**src/rtl/unidade_acesso_memoria.sv**
```systemverilog
`default_nettype none
// +--------------------------------------------------------------------------+
// | Module   : unidade_acesso_memoria                                        |
// | Purpose  : load/store controller for a word-addressed, registered-read   |
// |            data memory; sub-word access enabled by ACESSO_SUBPALAVRA_EN  |
// | Revision : 1.0 - initial release                                         |
// +--------------------------------------------------------------------------+
module unidade_acesso_memoria #(
  parameter int          PROFUNDIDADE  = 16,
  parameter logic [31:0] ENDERECO_BASE = 32'h0
) (
  input  logic        Clock,
  input  logic        Reset_n,
  input  logic        ReqValid,
  output logic        ReqReady,
  input  logic        ReqEscrita,
  input  logic [1:0]  ReqTamanho,
  input  logic        ReqSinal,
  input  logic [31:0] ReqEndereco,
  input  logic [31:0] ReqDado,
  output logic        RespValid,
  input  logic        RespReady,
  output logic [31:0] RespDado,
  output logic        RespErro,
  output logic [31:0] Endereco,
  output logic [31:0] EscreveDado,
  output logic        WriteMem,
  output logic        ReadMem,
  input  logic [31:0] DadosLeitura
);

  typedef enum logic [2:0] {
    OCIOSO   = 3'd0,
    LE       = 3'd1,
    CAPTURA  = 3'd2,
    ESCREVE  = 3'd3,
    RESPOSTA = 3'd4
  } estado_t;

  localparam logic [1:0]  c_BYTE         = 2'b00;
  localparam logic [1:0]  c_MEIA         = 2'b01;
  localparam logic [1:0]  c_PALAVRA      = 2'b10;
  localparam logic [31:0] c_PROFUNDIDADE = 32'(PROFUNDIDADE);

  estado_t     estado_q, estado_d;
  logic        req_ready_q, req_ready_d;
  logic        resp_valid_q, resp_valid_d;
  logic        resp_erro_q, resp_erro_d;
  logic [31:0] resp_dado_q, resp_dado_d;
  logic [31:0] endereco_q, endereco_d;
  logic [31:0] escreve_dado_q, escreve_dado_d;
  logic        write_mem_q, write_mem_d;
  logic        read_mem_q, read_mem_d;

  logic [31:0] w_off;
  logic [31:0] w_indice;
  logic        w_erro;

  assign w_off    = ReqEndereco - ENDERECO_BASE;
  assign w_indice = {2'b00, w_off[31:2]};

`ifdef ACESSO_SUBPALAVRA_EN
  logic        escrita_q, escrita_d;
  logic [1:0]  tamanho_q, tamanho_d;
  logic        sinal_q, sinal_d;
  logic [31:0] dado_q, dado_d;
  logic [1:0]  lane_q, lane_d;

  logic [15:0] w_meia;
  logic [7:0]  w_byte;
  logic [31:0] w_extraido;
  logic [31:0] w_mascara;
  logic [31:0] w_novo;
  logic [31:0] w_mesclado;

  // Shifting the selected lane down to bit 0 serves both byte and halfword.
  assign w_meia = 16'(DadosLeitura >> {lane_q, 3'b000});
  assign w_byte = w_meia[7:0];

  always_comb begin
    w_extraido = DadosLeitura;
    w_mascara  = 32'hFFFF_FFFF;
    w_novo     = dado_q;
    case (tamanho_q)
      c_BYTE: begin
        w_extraido = {{24{sinal_q & w_byte[7]}}, w_byte};
        w_mascara  = 32'h0000_00FF << {lane_q, 3'b000};
        w_novo     = {24'h0, dado_q[7:0]} << {lane_q, 3'b000};
      end
      c_MEIA: begin
        w_extraido = {{16{sinal_q & w_meia[15]}}, w_meia};
        w_mascara  = 32'h0000_FFFF << {lane_q, 3'b000};
        w_novo     = {16'h0, dado_q[15:0]} << {lane_q, 3'b000};
      end
      default: ;
    endcase
    w_mesclado = (DadosLeitura & ~w_mascara) | (w_novo & w_mascara);
  end
`else
  logic unused_sinal;
  assign unused_sinal = ReqSinal;
`endif

  always_comb begin
    w_erro = 1'b0;
    case (ReqTamanho)
`ifdef ACESSO_SUBPALAVRA_EN
      c_BYTE:    w_erro = 1'b0;
      c_MEIA:    w_erro = w_off[0];
`else
      c_BYTE,
      c_MEIA:    w_erro = 1'b1;
`endif
      c_PALAVRA: w_erro = |w_off[1:0];
      default:   w_erro = 1'b1;
    endcase
    if (w_indice >= c_PROFUNDIDADE) begin
      w_erro = 1'b1;
    end
  end

  always_ff @(posedge Clock or negedge Reset_n) begin
    if (!Reset_n) begin
      estado_q       <= OCIOSO;
      req_ready_q    <= 1'b1;
      resp_valid_q   <= 1'b0;
      resp_erro_q    <= 1'b0;
      resp_dado_q    <= 32'h0;
      endereco_q     <= 32'h0;
      escreve_dado_q <= 32'h0;
      write_mem_q    <= 1'b0;
      read_mem_q     <= 1'b0;
`ifdef ACESSO_SUBPALAVRA_EN
      escrita_q      <= 1'b0;
      tamanho_q      <= 2'b00;
      sinal_q        <= 1'b0;
      dado_q         <= 32'h0;
      lane_q         <= 2'b00;
`endif
    end else begin
      estado_q       <= estado_d;
      req_ready_q    <= req_ready_d;
      resp_valid_q   <= resp_valid_d;
      resp_erro_q    <= resp_erro_d;
      resp_dado_q    <= resp_dado_d;
      endereco_q     <= endereco_d;
      escreve_dado_q <= escreve_dado_d;
      write_mem_q    <= write_mem_d;
      read_mem_q     <= read_mem_d;
`ifdef ACESSO_SUBPALAVRA_EN
      escrita_q      <= escrita_d;
      tamanho_q      <= tamanho_d;
      sinal_q        <= sinal_d;
      dado_q         <= dado_d;
      lane_q         <= lane_d;
`endif
    end
  end

  always_comb begin
    estado_d       = estado_q;
    resp_erro_d    = resp_erro_q;
    resp_dado_d    = resp_dado_q;
    endereco_d     = endereco_q;
    escreve_dado_d = escreve_dado_q;
`ifdef ACESSO_SUBPALAVRA_EN
    escrita_d      = escrita_q;
    tamanho_d      = tamanho_q;
    sinal_d        = sinal_q;
    dado_d         = dado_q;
    lane_d         = lane_q;
`endif
    case (estado_q)
      OCIOSO: begin
        if (ReqValid && req_ready_q) begin
`ifdef ACESSO_SUBPALAVRA_EN
          escrita_d = ReqEscrita;
          tamanho_d = ReqTamanho;
          sinal_d   = ReqSinal;
          dado_d    = ReqDado;
          lane_d    = w_off[1:0];
`endif
          endereco_d  = w_indice;
          resp_dado_d = 32'h0;
          resp_erro_d = 1'b0;
          if (w_erro) begin
            resp_erro_d = 1'b1;
            estado_d    = RESPOSTA;
          end else if (ReqEscrita && (ReqTamanho == c_PALAVRA)) begin
            escreve_dado_d = ReqDado;
            estado_d       = ESCREVE;
          end else begin
            estado_d = LE;
          end
        end
      end
      LE: estado_d = CAPTURA;
      CAPTURA: begin
`ifdef ACESSO_SUBPALAVRA_EN
        if (escrita_q) begin
          escreve_dado_d = w_mesclado;
          estado_d       = ESCREVE;
        end else begin
          resp_dado_d = w_extraido;
          estado_d    = RESPOSTA;
        end
`else
        resp_dado_d = DadosLeitura;
        estado_d    = RESPOSTA;
`endif
      end
      ESCREVE: estado_d = RESPOSTA;
      RESPOSTA: begin
        if (RespReady) begin
          resp_dado_d = 32'h0;
          resp_erro_d = 1'b0;
          estado_d    = OCIOSO;
        end
      end
      default: estado_d = OCIOSO;
    endcase
    // Every handshake/strobe output is a registered decode of the next state.
    req_ready_d  = (estado_d == OCIOSO);
    read_mem_d   = (estado_d == LE);
    write_mem_d  = (estado_d == ESCREVE);
    resp_valid_d = (estado_d == RESPOSTA);
  end

  assign ReqReady    = req_ready_q;
  assign RespValid   = resp_valid_q;
  assign RespErro    = resp_erro_q;
  assign RespDado    = resp_dado_q;
  assign Endereco    = endereco_q;
  assign EscreveDado = escreve_dado_q;
  assign WriteMem    = write_mem_q;
  assign ReadMem     = read_mem_q;

endmodule
`default_nettype wire

```
**config.mk**
```make
export PLATFORM = sky130hd
export DESIGN_NAME = unidade_acesso_memoria
export DESIGN_NICKNAME = d
export VERILOG_FILES = /design/src/rtl/unidade_acesso_memoria.sv
export SDC_FILE = /design/constraint.sdc
export NUM_CORES = 1
export LEC_CHECK = 0
export CORE_MARGIN = 1.5
export CORE_UTILIZATION = 44
export CTS_BUF_LIST = sky130_fd_sc_hd__clkbuf_2
export CTS_CLUSTER_DIAMETER = 60
export DETAILED_ROUTE_END_ITERATION = 6
export HOLD_SLACK_MARGIN = 0.08
export PLACE_DENSITY_LB_ADDON = 0.12
export SLEW_MARGIN = 25
export SYNTH_ARGS = -nofsm -noshare
export SYNTH_HDL_FRONTEND = slang
export SYNTH_SLANG_ARGS = --single-unit
```
**constraint.sdc**
```tcl
create_clock -name Clock -period 3.9 [get_ports Clock]
set_input_delay 0.78 -clock Clock [delete_from_list [all_inputs] [get_ports Clock]]
set_output_delay 0.78 -clock Clock [all_outputs]
set_load 0.05 [all_outputs]
```
==> summary.txt, run 1 <==
outcome: finished clean
Worst R2R Path Depth: 5
GP Congestion: 0.780
pwr dens: 530 nW/um2
sequential share of power: 0.410
Internal: 1.84 mW
Worst Path Required: 3120 ps
Yosys top cell area share: 0.654
final setup fails: 0
vias in the first global route: 3,110
top cells by area, synth: dfrtp_1 65%, nand2_1 9.0%, mux2_2 9.0%
RR Endpoint: EscreveDado[4]$_DFFE_PN0P_
Filler cells: 667
die area: 9350 um2
Worst Tran Pin Value: 855 ps
#FFs+latches synth: 102
fin crit period: 2730 ps
Power Total: 3.22 mW
post-CTS setup buffer count: 0
Setup crit end: ReqReady
worst setup path start: ReqReady$_DFF_PN1_
Crit Path Max Fanout: 3
Antenna Diode Count: 0
syn avg cell area: 12.4 um2
Initial Utilization: 0.448
total gr overflow: 0
post-cts gate resize count: 0
Critical Path AT: 1950 ps
DR DRC count: 0
Crit Path Category: reg2out
Clock transition at path regs: 270 ps
Area growth syn-to-layout: 57.3%
RR Startpoint: estado_q[0]$_DFF_PN0_
antenna violations before repair: 0
Yosys cell types: 27
die height: 96.7 um
chip width: 96.7 um
CTS max path bufs: 2
CTS Root Cell: clkbuf_2
hold buffers post-CTS: 0
RSZ-0062 raised after global routing: no
total core area: 8640 um2
worst path bufs/invs: 1
wire length per cell: 15.5 um
Worst path depth: 1
flop-to-flop setup slack: 1500 ps
Critical Path Sink Type: output pin
TritonCTS Buffers: 9
CP max stage cell: clkdlybuf4s50_1
first-pass GRT wire length: 15,700 um
CTS tree: yes
kind of start point of the critical path: flop
worst min-delay path category: in2async
worst-case vdd ir drop: 0.000485 V
GRT Util Overall: 0.211
htree depth: 3
Final TNS setup: 0 ps
Vias/cell: 4.91
Final Hold Fails: 0
DP HPWL: 7000 um
DRT Wirelength: 9700 um
Worst slew margin: 0.430
most frequent cells in the layout: 200 x clkdlybuf4s50_1, 101 x dfrtp_1, 93 x nand2_1
cell area after synthesis: 3860 um2
fmax: 366 MHz
drt pass-1 iters: 4
TritonCTS Sinks: 102
clk_lat worst skew: 550 ps
via count: 3,074
CP delay by family, top: buffers and inverters
pin count of the biggest net entering global routing: 70
Slew Viols, Final: 0
Rows: 34
Syn Inst Count: 312
sequential-to-total area share from yosys stat: 0.661
Comb pwr share: 0.436
period utilisation layout: 0.700
Ports: 205
part of the power in the clock network: 0.154
worst path cell trace: clkdlybuf4s50_1
area leader, netlist: dfrtp_1
clock skew after layout: 36.1 ps
share of cells above drive strength 1: 0.110
Total Nets Final: 617
port bufs: 201
Ys Warns: 0
max_cap viols: 0
Post-DRT Antenna Nets: 0
CP max stage delay: 820 ps
commonest non-fill, non-tap cell in the layout: clkdlybuf4s50_1
Sw Ratio: 0.428
Starting DRT DRC Count: 77
leakage power: 2.83 nW
NetSw: 1.38 mW
## flip-flops by register name (all words and copies together), names as in the netlist
| register | flops |
|---|---|
| WriteMem | 1 |
| ReqReady | 1 |
| EscreveDado | 32 |
| estado_q | 3 |
| ReadMem | 1 |
| RespValid | 1 |
| RespErro | 1 |
| Endereco | 30 |
| RespDado | 32 |
## final cells by class
cell class                      count  area [um2]  share of cell area
Sequential cell                   102        2550               0.420
Timing Repair Buffer              208        2060               0.339
Multi-Input combinational cell    190        1210               0.199
Tap cell                          108         135              0.0222
Clock inverter                      6        61.3              0.0101
Clock buffer                       10        50.0             0.00823
Inverter                            2        7.51             0.00123
## cell families (layout without fill, tap and decap cells)
group           count (synthesis)  after routing  synth area share
mux                            32             32            0.0932
buf+inv                        21            226            0.0288
flops                         102            102             0.661
compound gates                 41             41            0.0887
other cells                     1              2          0.000970
simple gates                  115            115             0.128
## metal layers
| layer | global-route usage | part of all wire | wire [um] | vias up |
|---|---|---|---|---|
| met3 | 0.0621 | 0.067 | 653 | 14 |
| met4 | 0.0825 | 0.019 | 182 | 0 |
| met1 | 0.270 | 0.44 | 4240 | 1470 |
| li1 | - | - | - | 1470 |
| met2 | 0.338 | 0.48 | 4620 | 120 |
| met5 | 0 | 0 | 0 | - |
## power by group through the flow
stage	clock network, mW	logic, mW	registers, mW
after detailed placement	0	1.41	1.34
after floorplan	0	0.288	1.91
final	0.497	1.40	1.32
after global placement	0	1.40	1.33
after CTS	0.513	1.42	1.32
after global routing	0.546	1.49	1.34
## Yosys cell counts
master    instances
a221o_1           1
a22o_1           32
and2_1            1
buf_2             2
buf_4             2
buf_6             3
clkbuf_1         12
conb_1            1
dfrtp_1         101
dfstp_2           1
inv_1             2
mux2_1            1
mux2_2           31
nand2_1          93
nand2b_1          1
nand4_1           3
nor2_1            2
nor2b_1           1
nor3_1            3
nor4_1            8
nor4_4            1
o21a_1            1
o21ai_0           4
o311ai_0          2
o31ai_1           1
or2_1             1
or3_1             1
## worst min path at each step
stage,from,endpoint,slack (ps),cells past startpoint
2_1_floorplan,Reset_n,Endereco[0]$_DFFE_PN0P_,480,0
3_3_place_gp,Endereco[26]$_DFFE_PN0P_,Endereco[26]$_DFFE_PN0P_,460,2
3_5_place_dp,Endereco[11]$_DFFE_PN0P_,Endereco[11]$_DFFE_PN0P_,460,2
4_1_cts,Reset_n,EscreveDado[12]$_DFFE_PN0P_,270,1
5_1_grt,Reset_n,EscreveDado[12]$_DFFE_PN0P_,320,1
6_report,Reset_n,EscreveDado[12]$_DFFE_PN0P_,270,1
## stage by stage
step                      hold WS (ps)   util  area, um2  setup WS (ps)  cells
final                              271  0.704       6080           1170    626
after global routing               321  0.704       6080           1080    626
after CTS                          271  0.704       6080           1110    626
after detailed placement           461  0.691       5970            714    610
after global placement             459  0.691       5970            753    610
after floorplan                    484      -       3870           1530    313
Note: power is estimated with default switching activity, not from simulation.
==> run 2: changes to the inputs <==
Settings changed: CORE_UTILIZATION 44 to 37.
Clock period 3.9 ns to 2.3 ns, I/O delays scaled along.
==> run 2 against run 1 <==
Total power up 68%. Register-to-register slack lost 1300 ps. Count of clock-buffer cells in the layout down 1. Non-clock buffer count grew 12. Clock power rose by 84%. Critical path depth unchanged. Core utilization shrank 9.5 points. Largest power group unchanged. Highest routed layer unchanged.
==> summary.txt, run 2 (synthesized netlist as in run 1, its figures left out) <==
first-pass GRT wire length: 16,200 um
Total Nets Final: 629
chip width: 105 um
Critical Path Sink Type: output pin
Clock transition at path regs: 300 ps
max_cap viols: 0
share of cells above drive strength 1: 0.132
via count: 3,112
antenna violations before repair: 0
Starting DRT DRC Count: 121
clk_lat worst skew: 560 ps
Worst Path Required: 1840 ps
Area growth syn-to-layout: 61.4%
worst-case vdd ir drop: 0.000620 V
TritonCTS Buffers: 9
die height: 105 um
CTS Root Cell: clkbuf_2
top layer in use: met4
Filler cells: 896
Critical Path AT: 1690 ps
htree depth: 3
total core area: 10,200 um2
Rows: 37
port bufs: 201
met3 WL post-DR: 590 um
total gr overflow: 0
final setup fails: 0
TritonCTS Sinks: 102
met2 wire len: 4700 um
CTS tree: yes
most frequent cells in the layout: 101 x dfrtp_1, 101 x clkdlybuf4s50_1, 93 x nand2_1
final worst slack: 154 ps
pin count of the biggest net entering global routing: 42
Crit Path Max Fanout: 3
vias in the first global route: 3,165
Place WS: -431 ps
worst path bufs/invs: 1
period utilisation layout: 0.933
drt pass-1 iters: 4
Crit Path Category: reg2out
Worst R2R Path Depth: 5
CP delay by family, top: flip-flops
DR DRC count: 0
RSZ-0062 raised after global routing: no
DP HPWL: 7220 um
part of the power in the clock network: 0.169
CTS max path bufs: 2
Final TNS setup: 0 ps
worst path cell trace: clkdlybuf4s15_1
Worst Tran Pin Value: 534 ps
fmax: 466 MHz
Ports: 205
Worst slew margin: 0.644
leakage power: 3.63 nW
fin crit period: 2150 ps
kind of start point of the critical path: flop
Cells after DPL: 649
Final Non-Filler Cells: 666
GRT Util Overall: 0.188
CP max stage cell: dfstp_2
Comb pwr share: 0.419
RR Startpoint: estado_q[0]$_DFF_PN0_
Vias/cell: 4.67
RR Endpoint: EscreveDado[3]$_DFFE_PN0P_
CP max stage delay: 620 ps
pwr dens: 867 nW/um2
wire length per cell: 15.0 um
Sw Ratio: 0.441
outcome: finished clean
worst min-delay path category: in2async
die area: 11,100 um2
sequential share of power: 0.411
clock skew after layout: 33.2 ps
met1 WL: 4480 um
Post-DRT Antenna Nets: 0
NetSw: 2.39 mW
DRT Wirelength: 9960 um
Final Hold Fails: 0
Initial Utilization: 0.378
flop-to-flop setup slack: 220 ps
Antenna Diode Count: 0
Internal: 3.02 mW
GP Congestion: 0.822
Slew Viols, Final: 0
-- run 2: final cells by class --
class,count,area [um2],area share
clock buffers,9,45.0,0.00722
multi-input cells,190,1210,0.194
flip-flops and latches,102,2550,0.409
repair buffers,220,2160,0.347
clock inverters,7,86.3,0.0138
inverters,2,7.51,0.00120
well taps,136,170,0.0273
-- run 2: timing repair --
action,in CTS,in global routing
hold buffers,1,0
gates resized for setup,74,26
pin swaps,0,0
endpoints found under the setup margin,74,26
hold endpoints to repair,36,0
setup buffers,0,0
-- run 2: power by group through the flow --
stage          clock, mW  sequential, mW  combinational (mW)
6_report           0.915            2.23                2.27
5_1_grt             1.04            2.27                2.41
4_1_cts            0.954            2.23                2.29
3_5_place_dp           0            2.28                2.44
3_3_place_gp           0            2.26                2.42
2_1_floorplan          0            3.24               0.489
-- run 2: worst max path at each step --
stage	from	to	slack [ps]	cells past startpoint
3_5_place_dp	ReqEndereco[18]	EscreveDado[20]$_DFFE_PN0P_	-430	7
5_1_grt	ReqReady$_DFF_PN1_	ReqReady	30	1
6_report	ReqReady$_DFF_PN1_	ReqReady	150	1
3_3_place_gp	ReqEndereco[18]	EscreveDado[24]$_DFFE_PN0P_	-440	7
4_1_cts	RespDado[5]$_DFFE_PN0P_	RespDado[5]	1	1
2_1_floorplan	ReqReady$_DFF_PN1_	EscreveDado[10]$_DFFE_PN0P_	100	6
-- run 2: layer usage --
layer,up-vias,global-route usage
met5,-,0
met4,0,0.0822
met3,13,0.0381
met2,120,0.298
met1,1486,0.249
li1,1493,-
-- run 2: stage by stage --
stage | hold slack (ps) | power, mW | area, um2 | util
after floorplan | 164 | 3.72 | 3870 | -
after global placement | 459 | 4.69 | 6120 | 0.599
after detailed placement | 461 | 4.72 | 6120 | 0.599
after CTS | 319 | 5.48 | 6170 | 0.603
after global routing | 301 | 5.73 | 6240 | 0.610
final | 358 | 5.41 | 6240 | 0.610
-- run 2: worst reg2reg max path, delay by kind of cell (launching register included) --
kind          cells  cell delay (ps)
buf+inv           1              240
simple gates      3              930
flops             1              470
mux               1              360
==> run 3: changes to the inputs <==
Settings changed: CORE_UTILIZATION 37 to 35, CTS_BUF_LIST sky130_fd_sc_hd__clkbuf_2 to default.
==> run 3 against run 2 <==
Die area up 5.6%. Sequential power about the same. Clock skew down 22 ps. Count of clock-buffer cells in the layout up 2. Fmax down 2.7%. First-iteration DRC count up 42%. Non-clock buffer count down 2. Register-to-register slack worse by 20 ps. Global-route usage down 1.4 points. Worst setup slack worse by 58 ps. Sequential share of layout area down 0.49 points. Total power up 6.0%.
==> summary.txt, run 3 (synthesized netlist as in run 1, its figures left out) <==
final worst slack: 95.2 ps
final setup fails: 0
DP HPWL: 7380 um
die height: 108 um
worst-case vdd ir drop: 0.000802 V
Initial Utilization: 0.358
vias in the first global route: 3,230
pin count of the biggest net entering global routing: 52
Worst Tran Pin Value: 650 ps
CP max stage cell: clkdlybuf4s50_1
Worst Path Required: 2540 ps
CP max stage delay: 420 ps
period utilisation layout: 0.959
Rows: 38
clk_lat worst skew: 360 ps
worst path bufs/invs: 2
most frequent cells in the layout: 200 x clkdlybuf4s50_1, 101 x dfrtp_1, 93 x nand2_1
max_cap viols: 0
DR DRC count: 0
commonest non-fill, non-tap cell in the layout: clkdlybuf4s50_1
Antenna Diode Count: 0
Starting DRT DRC Count: 172
wire length per cell: 15.1 um
Critical Path AT: 2450 ps
TritonCTS Sinks: 102
top layer in use: met4
TritonCTS Buffers: 9
antenna violations before repair: 0
share of cells above drive strength 1: 0.134
met1 WL: 4290 um
RSZ-0062 raised after global routing: no
port bufs: 201
hold buffers post-CTS: 0
Area growth syn-to-layout: 63.4%
fmax: 454 MHz
Final TNS setup: 0 ps
worst path cell trace: clkdlybuf4s50_1 -> nor4_1 -> nand4_1 -> nor4_4 -> buf_12 -> mux2_2
worst min-delay path category: in2async
Total Nets Final: 627
outcome: finished clean
Crit Path Max Fanout: 32
leakage power: 2.92 nW
CTS Root Cell: clkbuf_8
Crit Path Category: in2reg
Cells after DPL: 651
Register Area: 2550 um2
Clock transition at path regs: 100 ps
multi-input combinational cell area: 1220 um2
DRT Wirelength: 10,100 um
chip width: 108 um
Place WS: -376 ps
drt pass-1 iters: 4
via count: 3,134
die area: 11,700 um2
total core area: 10,800 um2
Critical Path Sink Type: flop
Final Hold Fails: 0
met3 WL post-DR: 820 um
Slew Viols, Final: 0
first-pass GRT wire length: 15,800 um
CP delay by family, top: simple AND/OR/NAND/NOR gates
Worst slew margin: 0.567
Post-DRT Antenna Nets: 0
pwr dens: 909 nW/um2
fin crit period: 2200 ps
htree depth: 3
Vias/cell: 4.69
GRT Util Overall: 0.174
clock skew after layout: 11.1 ps
Ports: 205
total gr overflow: 0
GP Congestion: 0.742
Core Util, Final: 0.585
kind of start point of the critical path: input port
Filler cells: 942
CTS max path bufs: 2
Final Non-Filler Cells: 668
met2 wire len: 4950 um
CTS tree: yes
-- run 3: changes by cell type in the layout (fill, tap and decap cells not counted), moves of 2 or more --
cell | before | now
inv_8 | 2 | 0
dlymetal6s2s_1 | 25 | 0
nor4_2 | 0 | 2
clkbuf_2 | 9 | 0
clkdlybuf4s50_1 | 101 | 200
nor4_1 | 8 | 6
dlygate4sd2_1 | 73 | 0
clkbuf_8 | 0 | 11
-- run 3: layout make-up --
| type | count | area share |
|---|---|---|
| clock inverters | 5 | 0.00634 |
| repair buffers | 218 | 0.342 |
| well taps | 140 | 0.0277 |
| flip-flops and latches | 102 | 0.404 |
| inverters | 2 | 0.00119 |
| clock buffers | 11 | 0.0240 |
| multi-input cells | 190 | 0.194 |
-- run 3: timing repair --
action | 4_1_cts | 5_1_grt
setup buffers | 0 | 1
setup endpoints to repair | 0 | 31
gates resized for setup | 0 | 2
-- run 3: layer usage --
metal	vias to the layer above	GRT usage
met2	114	0.295
li1	1488	-
met3	4	0.0567
met4	0	0.0451
met1	1528	0.215
met5	-	0
-- run 3: worst paths after layout --
kind                                           from                     endpoint  slack (ps)  cells past startpoint
setup / recovery                     ReqEndereco[7]  EscreveDado[16]$_DFFE_PN0P_         100                      6
hold / removal                              Reset_n  EscreveDado[22]$_DFFE_PN0P_         110                      1
setup reg to reg              estado_q[1]$_DFF_PN0_  EscreveDado[16]$_DFFE_PN0P_         200                      5
hold reg to reg            Endereco[27]$_DFFE_PN0P_     Endereco[27]$_DFFE_PN0P_         480                      2
max in group asynchronous                   Reset_n   EscreveDado[8]$_DFFE_PN0P_        1510                      2
min in group Clock         Endereco[27]$_DFFE_PN0P_     Endereco[27]$_DFFE_PN0P_         480                      2
-- run 3: metrics by stage --
stage                     total power, mW  hold WS [ps]  cell area (um2)
final                                5.74           111             6310
after global routing                 6.05           150             6310
after CTS                            5.83           133             6290
after detailed placement             4.70           462             6100
after global placement               4.68           458             6100
after floorplan                      3.72           164             3870
-- run 3: where the power goes --
| part | internal (mW) | switching (mW) |
|---|---|---|
| clock network | 0.466 | 0.625 |
| logic | 0.811 | 1.59 |
| registers | 2.08 | 0.164 |
